[src/rtl/imem_loader_pkg.sv]
// Shared definitions for the instruction-memory boot loader.
package imem_loader_pkg;

    // Loader FSM states
    typedef enum logic [2:0] {
        ST_IDLE,
        ST_LEN_HI,
        ST_LEN_LO,
        ST_DATA,
        ST_WRITE,
        ST_FINISH,
        ST_ERR
    } state_t;

    // Stream framing: big-endian word count, then big-endian instruction bytes
    localparam int HDR_BYTES      = 2;
    localparam int BYTES_PER_WORD = 4;
    localparam int BYTE_CNT_W     = $clog2(BYTES_PER_WORD);
    localparam int WORD_W         = 8 * BYTES_PER_WORD;

    // True when the requested word count does not fit in the memory
    function automatic logic len_exceeds(input logic [15:0] len, input int unsigned depth);
        return {16'd0, len} > depth;
    endfunction

endpackage

[src/rtl/imem_loader_word_packer.sv]
// Assembles big-endian stream bytes into one instruction word.
module word_packer
    import imem_loader_pkg::*;
(
    input  logic              clk,
    input  logic              reset,
    input  logic              shift_en,
    input  logic              clear,
    input  logic [7:0]        byte_in,
    output logic [WORD_W-1:0] word,
    output logic              last_byte
);

    logic [WORD_W-1:0]     word_q, word_d;
    logic [BYTE_CNT_W-1:0] cnt_q, cnt_d;

    // Next word/count: clear at the start of a payload, shift in on each accepted byte
    always_comb begin
        word_d = word_q;
        cnt_d  = cnt_q;
        if (clear) begin
            word_d = '0;
            cnt_d  = '0;
        end else if (shift_en) begin
            word_d = {word_q[WORD_W-9:0], byte_in};
            cnt_d  = cnt_q + BYTE_CNT_W'(1);
        end
    end

    // Shift register and byte counter
    always_ff @(posedge clk or posedge reset) begin
        if (reset) begin
            word_q <= '0;
            cnt_q  <= '0;
        end else begin
            word_q <= word_d;
            cnt_q  <= cnt_d;
        end
    end

    assign word      = word_q;
    assign last_byte = (cnt_q == BYTE_CNT_W'(BYTES_PER_WORD - 1));

endmodule

[src/rtl/imem_loader.sv]
// Boot loader: receives a length-prefixed byte stream and writes it into
// instruction memory, holding the core in reset until the image is complete.
// Handshake: a byte transfers on a rising clk edge when rx_valid && rx_ready;
// rx_ready depends only on the state register, never on rx_valid.
module imem_loader
    import imem_loader_pkg::*;
#(
    parameter int ADDR_WIDTH = 4
) (
    input  logic                  clk,
    input  logic                  reset,
    input  logic                  start,
    input  logic [7:0]            rx_data,
    input  logic                  rx_valid,
    output logic                  rx_ready,
    output logic                  imem_we,
    output logic [ADDR_WIDTH-1:0] imem_addr,
    output logic [31:0]           imem_wdata,
    output logic                  cpu_reset,
    output logic                  busy,
    output logic                  done,
    output logic                  error
);

    localparam int          LEN_W = 8 * HDR_BYTES;
    localparam int unsigned DEPTH = 32'd1 << ADDR_WIDTH;

    state_t                state_q, state_d;
    logic [7:0]            len_hi_q, len_hi_d;
    logic [LEN_W-1:0]      words_left_q, words_left_d;
    logic [ADDR_WIDTH-1:0] addr_q, addr_d;
    logic                  cpu_reset_q, cpu_reset_d;

    logic                  accept;
    logic [LEN_W-1:0]      len_full;
    logic [WORD_W-1:0]     word;
    logic                  last_byte;
    logic                  shift_en;
    logic                  clear;

    assign rx_ready = (state_q == ST_LEN_HI) || (state_q == ST_LEN_LO) || (state_q == ST_DATA);
    assign accept   = rx_valid && rx_ready;
    assign len_full = {len_hi_q, rx_data};
    assign shift_en = accept && (state_q == ST_DATA);
    assign clear    = accept && (state_q == ST_LEN_LO);

    word_packer u_packer (
        .clk       (clk),
        .reset     (reset),
        .shift_en  (shift_en),
        .clear     (clear),
        .byte_in   (rx_data),
        .word      (word),
        .last_byte (last_byte)
    );

    // Next-state logic for the session FSM and its bookkeeping registers
    always_comb begin
        state_d      = state_q;
        len_hi_d     = len_hi_q;
        words_left_d = words_left_q;
        addr_d       = addr_q;
        cpu_reset_d  = cpu_reset_q;
        case (state_q)
            ST_IDLE: begin
                if (start) begin
                    state_d     = ST_LEN_HI;
                    cpu_reset_d = 1'b1;
                end
            end
            ST_LEN_HI: begin
                if (accept) begin
                    len_hi_d = rx_data;
                    state_d  = ST_LEN_LO;
                end
            end
            ST_LEN_LO: begin
                if (accept) begin
                    if (len_full == '0) begin
                        state_d = ST_FINISH;
                    end else if (len_exceeds(len_full, DEPTH)) begin
                        state_d = ST_ERR;
                    end else begin
                        state_d      = ST_DATA;
                        addr_d       = '0;
                        words_left_d = len_full;
                    end
                end
            end
            ST_DATA: begin
                if (accept && last_byte) begin
                    state_d = ST_WRITE;
                end
            end
            ST_WRITE: begin
                addr_d       = addr_q + ADDR_WIDTH'(1);
                words_left_d = words_left_q - LEN_W'(1);
                state_d      = (words_left_q == LEN_W'(1)) ? ST_FINISH : ST_DATA;
            end
            ST_FINISH: begin
                // Core leaves reset on the edge that ends this cycle
                cpu_reset_d = 1'b0;
                state_d     = ST_IDLE;
            end
            ST_ERR: begin
                if (start) begin
                    state_d     = ST_LEN_HI;
                    cpu_reset_d = 1'b1;
                end
            end
            default: begin
                state_d     = ST_IDLE;
                cpu_reset_d = 1'b1;
            end
        endcase
    end

    // State and bookkeeping registers; reset aborts any session and holds the core
    always_ff @(posedge clk or posedge reset) begin
        if (reset) begin
            state_q      <= ST_IDLE;
            len_hi_q     <= '0;
            words_left_q <= '0;
            addr_q       <= '0;
            cpu_reset_q  <= 1'b1;
        end else begin
            state_q      <= state_d;
            len_hi_q     <= len_hi_d;
            words_left_q <= words_left_d;
            addr_q       <= addr_d;
            cpu_reset_q  <= cpu_reset_d;
        end
    end

    assign imem_we    = (state_q == ST_WRITE);
    assign imem_addr  = addr_q;
    assign imem_wdata = word;
    assign cpu_reset  = cpu_reset_q;
    assign busy       = (state_q != ST_IDLE) && (state_q != ST_ERR);
    assign done       = (state_q == ST_FINISH);
    assign error      = (state_q == ST_ERR);

endmodule

[config.mk]
export PLATFORM = sky130hd
export DESIGN_NAME = imem_loader
export DESIGN_NICKNAME = d
export VERILOG_FILES = /design/src/rtl/imem_loader_pkg.sv /design/src/rtl/imem_loader_word_packer.sv /design/src/rtl/imem_loader.sv
export SDC_FILE = /design/constraint.sdc
export NUM_CORES = 1
export LEC_CHECK = 0
export CORE_MARGIN = 4
export CORE_UTILIZATION = 35
export CTS_CLUSTER_DIAMETER = 100
export DETAILED_ROUTE_END_ITERATION = 6
export PLACE_DENSITY_LB_ADDON = 0.1
export SKIP_CTS_REPAIR_TIMING = 1
export SLEW_MARGIN = 20
export SYNTH_ARGS = -nofsm -noshare
export SYNTH_HDL_FRONTEND = slang
export SYNTH_HIERARCHICAL = 1
export SYNTH_SLANG_ARGS = --single-unit
export TNS_END_PERCENT = 1
[constraint.sdc]
create_clock -name clk -period 1.8 [get_ports clk]
set_input_delay 0.36 -clock clk [delete_from_list [all_inputs] [get_ports clk]]
set_output_delay 0.36 -clock clk [all_outputs]
set_load 0.05 [all_outputs]
==> results by group, run 1 <==
Run status
  • Status: finished with violations
  • Failing checks: negative setup slack

Route
  • Initial DRC Count: 71
  • Initial DRT Pass Iterations: 4
  • DR WL/cell: 14.9 um
  • Drt drc: 0
  • ANT nets after route: 0
  • Final wirelength: around 7600 um
  • Vias per cell: ~5.0
  • DR vias: 2,524

STA
  • RSZ-0062 raised after global routing: yes
  • Max-slew headroom: roughly 71%
  • Final period utilization: 105%
  • Worst Tran Pin Value: 0.428 ns
  • Final setup violating endpoints: 2
  • Shortest period the worst path allows: between 1.5 and 2 ns
  • Fin worst setup slack: -0.0843 ns
  • Hold Violations, Final: 0
  • Clock skew: around 0.0077 ns
  • Max Freq: 531 MHz
  • Final Max Tran Viols: 0

Cells and area
  • Layout fillers: 815
  • Multi-input logic area: around 1500 sq um
  • Area Overhead vs Synth: 38.6%
  • Most common cell after layout, fill and taps aside: buf_4
  • Most frequent cells in the layout: buf_4, dfrtp_1, nor2_1, mux2i_1, inv_1
  • Sequential cell area: approximately 1700 sq um
  • Ant. Diodes: 0
  • Finished Cell Area: 4500 sq um
  • Fin cells: between 500 and 600
  • NumNets Final: about 410
  • Layout cells sized above 1: 33.7%

Synthesis
  • Synth warn: 6
  • Syn_nets: roughly 310
  • Post-synthesis cell type count: between 40 and 50
  • Post-Syn Instances: ~300
  • Syn Area/Cell: ~11 sq um
  • Number of enable flip-flop cells after synthesis: 0
  • Main synth FF type: dfrtp_1
  • Sequential area share after synthesis: around half
  • Synth Cell Area: 3240 sq um
  • FF+latch count, synth: between 60 and 70
  • Asr flop ratio synth: between 90% and 100%

Worst setup path
  • Worst r2r dst: words_left_q[2]
  • Crit Path Max Fanout: 4
  • R2R Setup Slk: roughly 0.03 ns
  • CP required: around 1.4 ns
  • Crit start category: flop
  • Kind of critical path: flop to output pin
  • Crit path DAT: between 1.5 and 2 ns
  • Cells on worst reg2reg path: 8
  • R2r startpoint: state_q[1]
  • Crit end category: output pin

Power and ir drop
  • Clock network power share: a little under a fifth
  • Static leakage: around 2.0 nW
  • Sw Pwr: ~3.2 mW
  • Logic pwr share: between 40 and 50%
  • Peak supply drop: about 0.68 mV
  • Sw frac: around 43%
  • Pwr dens: 1660 nW/um^2
  • Pint: between 4 and 5 mW
  • Sequential Power Share: approximately a third

Floorplanning
  • Cell row count: 34
  • Die ar.: 10,900 sq um
  • Die Ht: roughly 100 um
  • Die Width: about 100 um
  • Initial Util: a little over a third
  • # IOs: between 50 and 60
  • CORE AREA: between 8000 and 9000 sq um

Place
  • Post-detail-place hpwl: ~5300 um
  • Port bufs: 53
  • Placed Cells incl. Taps: around 490
  • Routability Congestion: roughly 0.82
  • Dpl cell area: approximately 4100 sq um

Clock tree
  • CTS tree: built
  • CTS root buf: clkbuf_8
  • Clock buffer depth: 2
  • Later-pin clock latency in the skew report: around 0.34 ns
  • Num CTS Buffers: 9
  • Clk pin slew, worst setup/hold paths: roughly 0.070 ns
  • Clock Sinks: 66
  • H-tree levels: 3

Global routing
  • First-pass GRT wire length: 12,600 um
  • Initial antenna violation count: 0
  • Pin count of the biggest net entering global routing: 35
  • Total global routing overflow: 0
  • Vias in the first global route: between 2,000 and 2,500
  • Total GRT Usage: between 10% and 20%

Run
  • Max-cap violations: 0

Hold path
  • Hold/Removal Path Class: input port to asynchronous set/reset pin
==> final cells by class <==
type	count	area share [%]
Timing Repair Buffer	105	21.0
Sequential cell	66	36.8
Inverter	15	1.36
Tap cell	108	3.01
Multi-Input combinational cell	200	33.1
Clock buffer	9	2.76
Clock inverter	6	2.06
==> power groups by stage <==
stage / clock [mW] / sequential (mW) / combinational (mW)
after floorplan: 0 / 3.20 / 1.53
after global placement: 0 / 2.43 / 3.49
after detailed placement: 0 / 2.43 / 3.51
after CTS: 1.42 / 2.41 / 3.51
after global routing: 1.47 / 2.54 / 3.89
final: 1.37 / 2.44 / 3.63
==> worst max-delay path: stages, from the launching register on <==
cell      delay [ns]
dfrtp_1         0.41
or3b_4          0.45
clkinv_4        0.08
buf_6           0.11
buf_12          0.13
==> routing by layer <==
layer	vias to the layer above	GRT usage, %	routed length (um)
met4	0	6.27	134
met5	-	0	0
li1	1251	-	-
met3	12	2.79	237
met1	1217	20.3	3700
met2	44	20.8	3500
==> worst max path at each step <==
stage,start,end,slack [ns],cells after the start
final,state_q[1],imem_we,-0.08,4
after floorplan,len_hi_q[3],words_left_q[2],-0.10,5
after global placement,rx_data[5],words_left_q[2],-0.50,6
after CTS,state_q[0],imem_we,-0.23,4
after global routing,state_q[1],busy,-0.13,4
after detailed placement,rx_data[5],words_left_q[2],-0.48,6
==> synth_stat cells (3+ instances only) <==
| cell type | instances | share of area (%) |
|---|---|---|
| nand4_1 | 6 | 1.2 |
| o21ai_1 | 6 | 0.93 |
| mux2i_1 | 36 | 11 |
| nand2_1 | 9 | 1.0 |
| clkbuf_1 | 6 | 0.69 |
| mux2_1 | 8 | 2.8 |
| dfrtp_1 | 65 | 50 |
| or4_1 | 3 | 0.69 |
| nand3_1 | 7 | 1.1 |
| xor2_1 | 10 | 2.7 |
| buf_2 | 5 | 0.77 |
| ha_1 | 4 | 1.5 |
| xnor2_1 | 3 | 0.81 |
| a21oi_1 | 7 | 1.1 |
| nor4_1 | 5 | 0.96 |
| buf_12 | 3 | 1.9 |
| inv_2 | 3 | 0.35 |
| nand2b_1 | 3 | 0.58 |
| o211ai_1 | 4 | 0.93 |
| nor2_1 | 50 | 5.8 |
| inv_1 | 11 | 1.3 |
| nor3_1 | 7 | 1.1 |
==> logic make-up (layout without fill, tap and decap cells) <==
group	count (synthesis)	count (layout)	synth area share, %
compound gates	34	34	7.18
xor+xnor	13	13	3.51
fa+ha+maj	4	4	1.54
buf+inv	31	135	5.79
flops	66	66	51.0
mux	46	46	14.8
simple gates	103	103	16.2
==> metrics by stage <==
stage / worst slack, ns / TNS, ns / utilization, % / total power [mW] / hold slack, ns
3_5_place_dp: -0.479 / -10.04 / 46.5 / 5.94 / 0.472
4_1_cts: -0.227 / -0.782 / 49.0 / 7.34 / 0.444
5_1_grt: -0.133 / -0.382 / 50.8 / 7.90 / 0.501
2_1_floorplan: -0.100 / -1.86 / - / 4.73 / 0.444
3_3_place_gp: -0.496 / -10.89 / 46.5 / 5.91 / 0.472
6_report: -0.0843 / -0.104 / 50.8 / 7.45 / 0.434
==> sequential cells by signal (all words and copies together) (netlist names) <==
register / count
u_packer/word: 32
words_left_q: 16
len_hi_q: 8
imem_addr: 4
state_q: 3
u_packer/cnt_q: 2
cpu_reset: 1
Power figures use the tool's default switching activity.
==> run 2, diff against run 1 <==
--- a/config.mk
+++ b/config.mk
@@ -5,7 +5,7 @@
 export SDC_FILE = /design/constraint.sdc
 export NUM_CORES = 1
 export LEC_CHECK = 0
-export CORE_MARGIN = 4
+export CORE_MARGIN = 10
 export CORE_UTILIZATION = 35
 export CTS_CLUSTER_DIAMETER = 100
 export DETAILED_ROUTE_END_ITERATION = 6
==> results by group, run 2 (synthesized netlist as in run 1, its figures left out) <==
Cells and area
  • Most common cell after layout, fill and taps aside: buf_4
  • Area Overhead vs Synth: 36.8%
  • Max FFs per register: 32 (unchanged)
  • Ant. Diodes: 0 (unchanged)
  • Fin cells: 509 (unchanged)
  • Layout fillers: 874 (+7.2%)
  • Most frequent cells in the layout: buf_4, dfrtp_1, nor2_1, mux2i_1, inv_1
  • NumNets Final: 409 (-0.97%)
  • Layout cells sized above 1: 32.7% (-1.0 points)

Run status
  • Failing checks: negative setup slack
  • Status: finished with violations

Clock tree
  • Later-pin clock latency in the skew report: 0.34 ns (about the same)
  • Num CTS Buffers: 9 (unchanged)
  • Clock Sinks: 66 (unchanged)
  • CTS root buf: clkbuf_8
  • Clock buffer depth: 2 (unchanged)
  • H-tree levels: 3 (unchanged)
  • Clk pin slew, worst setup/hold paths: 0.07 ns (about the same)
  • CTS tree: built

Route
  • Drt drc: 0 (unchanged)
  • Final wirelength: 7800 um (+3.0%)
  • DR WL/cell: 15.3 um (+3.0%)
  • Initial DRC Count: 118 (+66%)
  • DR vias: 2,523 (-0.040%)
  • Vias per cell: 4.96 (about the same)
  • Initial DRT Pass Iterations: 4 (unchanged)
  • ANT nets after route: 0 (unchanged)

Worst setup path
  • Crit end category: output pin
  • Kind of critical path: flop to output pin
  • CP required: 1.44 ns (about the same)
  • Crit start category: flop
  • Crit Path Max Fanout: 4 (unchanged)
  • Crit path DAT: 1.52 ns (about the same)

Global routing
  • Total global routing overflow: 0 (unchanged)
  • Total GRT Usage: 12.5% (-1.8 points)
  • Initial antenna violation count: 0 (unchanged)
  • First-pass GRT wire length: 13,300 um (+5.7%)
  • Vias in the first global route: 2,565 (+3.6%)
  • Pin count of the biggest net entering global routing: 35 (unchanged)

STA
  • Shortest period the worst path allows: 1.88 ns (-0.00247 ns)
  • Worst Tran Pin Value: 0.436 ns (+0.00777 ns)
  • Final Max Tran Viols: 0 (unchanged)
  • Fin worst setup slack: -0.0818 ns (+0.00247 ns)
  • Max Freq: 531 MHz (+0.13%)
  • Final period utilization: 105% (-0.14 points)
  • RSZ-0062 raised after global routing: yes
  • Hold slack: 0.398 ns (-0.0352 ns)
  • Hold Violations, Final: 0 (unchanged)
  • Max-slew headroom: 70.9% (-0.52 points)
  • Final setup violating endpoints: 2 (unchanged)
  • Clock skew: 0.00908 ns (+0.00141 ns)

Place
  • Placed Cells incl. Taps: 490 (+0.41%)
  • Post-detail-place hpwl: 5640 um (+6.9%)
  • Port bufs: 53 (unchanged)
  • Routability Congestion: 0.823 (+0.99%)

Run
  • Max-cap violations: 0 (unchanged)

Power and ir drop
  • Pwr dens: 1640 nW/um^2 (-1.2%)
  • Peak supply drop: 0.894 mV (+31%)
  • Power Total: 7.26 mW (-2.5%)
  • Static leakage: 2.02 nW (-0.62%)

Floorplanning
  • Die Ht: 116 um (+12%)
  • # IOs: 54 (unchanged)
  • Die ar.: 13,500 sq um (+24%)
  • Initial Util: 35.4% (-1.2 points)
  • Cell row count: 35 (+2.9%)
  • Die Width: 116 um (+12%)
  • CORE AREA: 9150 sq um (+3.4%)

Hold path
  • Hold/Removal Path Class: input port to asynchronous set/reset pin
-- run 2: final cells by class --
class / instances / area (sq um) / share of cell area (%)
inverters: 15 / 58.8 / 1.33
multi-input cells: 200 / 1490 / 33.5
clock inverters: 4 / 51.3 / 1.16
clock buffers: 12 / 145 / 3.27
repair buffers: 101 / 905 / 20.4
flip-flops and latches: 66 / 1650 / 37.3
well taps: 111 / 139 / 3.13
-- run 2: worst max-delay path, cell delays in order (launching register included) --
cell and delay [ns]:
dfrtp_1 0.41, or3b_4 0.45, inv_4 0.09, buf_6 0.11
buf_12 0.13
-- run 2: path summary, 6_finish.rpt --
check | from | endpoint | slack (ns) | depth (start not counted)
setup / recovery | state_q[1] | imem_we | -0.08 | 4
hold / removal | reset | words_left_q[14] | 0.40 | 3
setup reg to reg | state_q[1] | words_left_q[14] | -0.02 | 6
hold reg to reg | words_left_q[11] | words_left_q[11] | 0.49 | 1
max in group asynchronous | reset | u_packer/word[2] | 1.03 | 3
min in group clk | words_left_q[11] | words_left_q[11] | 0.49 | 1
-- run 2: layer usage --
layer | wire length, um | global-route usage [%]
met1 | 3770 | 17.0
met2 | 3590 | 18.3
met3 | 324 | 3.13
met4 | 118 | 5.25
met5 | 0 | 0
-- run 2: through the flow --
step	util, %	worst slack, ns	instance area [sq um]	TNS (ns)
after global routing	48.5	-0.134	4440	-0.354
after floorplan	-	-0.100	3250	-1.86
final	48.5	-0.0818	4440	-0.0979
after global placement	45.1	-0.474	4130	-11.45
after detailed placement	45.1	-0.492	4130	-11.53
after CTS	47.2	-0.249	4320	-0.801
-- run 2: report_power, final --
group | leakage [nW] | total [mW] | internal (mW) | switching (mW)
Combinational | 1.10 | 3.58 | 1.45 | 2.13
Sequential | 0.826 | 2.43 | 1.99 | 0.447
Clock | 0.0966 | 1.25 | 0.679 | 0.572
==> run 3, diff against run 2 <==
--- a/config.mk
+++ b/config.mk
@@ -5,10 +5,11 @@
 export SDC_FILE = /design/constraint.sdc
 export NUM_CORES = 1
 export LEC_CHECK = 0
-export CORE_MARGIN = 10
+export CAP_MARGIN = 0
 export CORE_UTILIZATION = 35
 export CTS_CLUSTER_DIAMETER = 100
 export DETAILED_ROUTE_END_ITERATION = 6
+export GPL_TIMING_DRIVEN = 0
 export PLACE_DENSITY_LB_ADDON = 0.1
 export SKIP_CTS_REPAIR_TIMING = 1
 export SLEW_MARGIN = 20
==> results by group, run 3 (synthesized netlist as in run 1, its figures left out) <==
Cells and area
  • Ant. Diodes: 0 (unchanged)
  • Core Util, Final: 50.4% (+1.9 points)
  • NumNets Final: 390 (-4.6%)
  • Layout cells sized above 1: 20.3% (-12 points)
  • Most common cell after layout, fill and taps aside: dfrtp_1
  • Most frequent cells in the layout: dfrtp_1, nor2_1, dlymetal6s2s_1, mux2i_1, buf_4
  • Max FFs per register: 32 (unchanged)
  • Area Overhead vs Synth: 37.6%

STA
  • Max Freq: 490 MHz (-7.9%)
  • Hold slack: 0.370 ns (-0.0283 ns)
  • Worst Tran Pin Value: 0.928 ns (+0.492 ns)
  • Clock skew: 0.00582 ns (-0.00326 ns)
  • RSZ-0062 raised after global routing: yes
  • Final setup violating endpoints: 26 (+24)
  • Shortest period the worst path allows: 2.04 ns (+0.161 ns)
  • Hold Violations, Final: 0 (unchanged)
  • Final period utilization: 113% (+8.9 points)
  • Fin worst setup slack: -0.243 ns (-0.161 ns)
  • Max-slew headroom: 37.6% (-33 points)
  • Final Max Tran Viols: 0 (unchanged)

Clock tree
  • H-tree levels: 3 (unchanged)
  • Clk pin slew, worst setup/hold paths: 0.08 ns (about the same)
  • CTS root buf: clkbuf_8
  • Clock buffer depth: 2 (unchanged)
  • Clock Sinks: 66 (unchanged)
  • Num CTS Buffers: 9 (unchanged)
  • CTS tree: built
  • Later-pin clock latency in the skew report: 0.35 ns (about the same)

Power and ir drop
  • Power Total: 7.15 mW (-1.5%)
  • Pwr dens: 1600 nW/um^2 (-2.1%)
  • Peak supply drop: 0.657 mV (-27%)
  • Static leakage: 2.44 nW (+21%)

Global routing
  • Vias in the first global route: 2,365 (-7.8%)
  • First-pass GRT wire length: 12,200 um (-8.2%)
  • Initial antenna violation count: 0 (unchanged)
  • Pin count of the biggest net entering global routing: 35 (unchanged)
  • Total global routing overflow: 0 (unchanged)
  • Total GRT Usage: 16.3% (+3.9 points)

Floorplanning
  • Die ar.: 9660 sq um (-29%)
  • # IOs: 54 (unchanged)
  • Die Ht: 98.3 um (-15%)
  • Cell row count: 34 (-2.9%)
  • Die Width: 98.3 um (-15%)
  • CORE AREA: 8850 sq um (-3.3%)
  • Initial Util: 36.7% (+1.2 points)

Run status
  • Status: finished with violations
  • Failing checks: negative setup slack

Worst setup path
  • Crit start category: flop
  • Kind of critical path: flop to output pin
  • R2R Setup Slk: -0.14 ns (-0.12 ns)
  • Setup crit end: imem_we
  • CP max stage cell: dfrtp_1
  • Crit Path Max Fanout: 6 (+2)
  • Most frequent cell on the critical path: buf_8
  • Crit path DAT: 1.68 ns (+0.16 ns)
  • Critical-path cell list: buf_6 -> or3b_4 -> buf_8 -> clkinv_8 -> buf_8 -> buf_8
  • R2r startpoint: state_q[0]
  • CP Depth: 6 (+2)
  • Critical Path Start: state_q[0]
  • CP top delay family: buffers and inverters
  • Crit-path max cell delay: 0.39 ns (-0.06 ns)
  • Crit end category: output pin
  • Worst r2r dst: words_left_q[3]
  • CP required: 1.44 ns (about the same)
  • Crit path buffers/inverters: 5 (+2)
  • Cells on worst reg2reg path: 7 (+1)

Hold path
  • Worst hold path cell count: 2
  • Hold/Removal Path Class: input port to flop

Route
  • Drt drc: 0 (unchanged)
  • Initial DRC Count: 82 (-31%)
  • DR vias: 2,477 (-1.8%)
  • DR WL/cell: 15.7 um (+2.7%)
  • Vias per cell: 5.09 (+2.6%)
  • Final wirelength: 7660 um (-1.7%)
  • ANT nets after route: 0 (unchanged)
  • Initial DRT Pass Iterations: 6 (+2)

Run
  • Max-cap violations: 0 (unchanged)

Place
  • Port bufs: 53 (unchanged)
  • Post-detail-place hpwl: 5140 um (-8.9%)
  • Place WS: -0.912 ns (-0.420 ns)
  • Routability Congestion: 0.793 (-3.7%)
==> run 3: how the worst min path moves through the flow <==
stage / start / end
floorplan: words_left_q[11] / words_left_q[11]
detailed placement: len_hi_q[4] / len_hi_q[4]
global placement: len_hi_q[6] / len_hi_q[6]
global route: rx_data[6] / len_hi_q[6]
finish: rx_data[6] / len_hi_q[6]
CTS: words_left_q[11] / words_left_q[11]
==> run 3: area by class of cell <==
type / instances / area, sq um
inverters: 15 / 71.3
fillers: 807 / 4390
clock inverters: 6 / 67.6
multi-input cells: 200 / 1510
plain buffers: 15 / 156
clock buffers: 10 / 128
repair buffers: 67 / 738
flip-flops and latches: 66 / 1650
well taps: 108 / 135
==> run 3: metal layers <==
metal / GRT usage (%) / share of wire (%) / vias up / wire [um]
met4: 8.27 / 1.6 / 0 / 123
met1: 23.4 / 49 / 1215 / 3780
met5: 0 / 0 / - / 0
li1: - / - / 1205 / -
met2: 23.6 / 46 / 47 / 3490
met3: 2.86 / 3.5 / 10 / 269
==> run 3: where the power goes <==
part	internal (mW)	total, mW	switching, mW
Clock	0.642	1.25	0.606
Sequential	1.99	2.44	0.457
Combinational	1.34	3.46	2.12
Total	3.97	7.15	3.18
==> run 3: per-stage QoR <==
step                instances  TNS (ns)  cell area, sq um
global placement          458    -44.02              3920
detailed placement        458    -33.55              3920
CTS                       474    -30.21              4110
finish                    487     -1.98              4460
global route              487     -6.69              4460
floorplan                 297     -1.86              3250
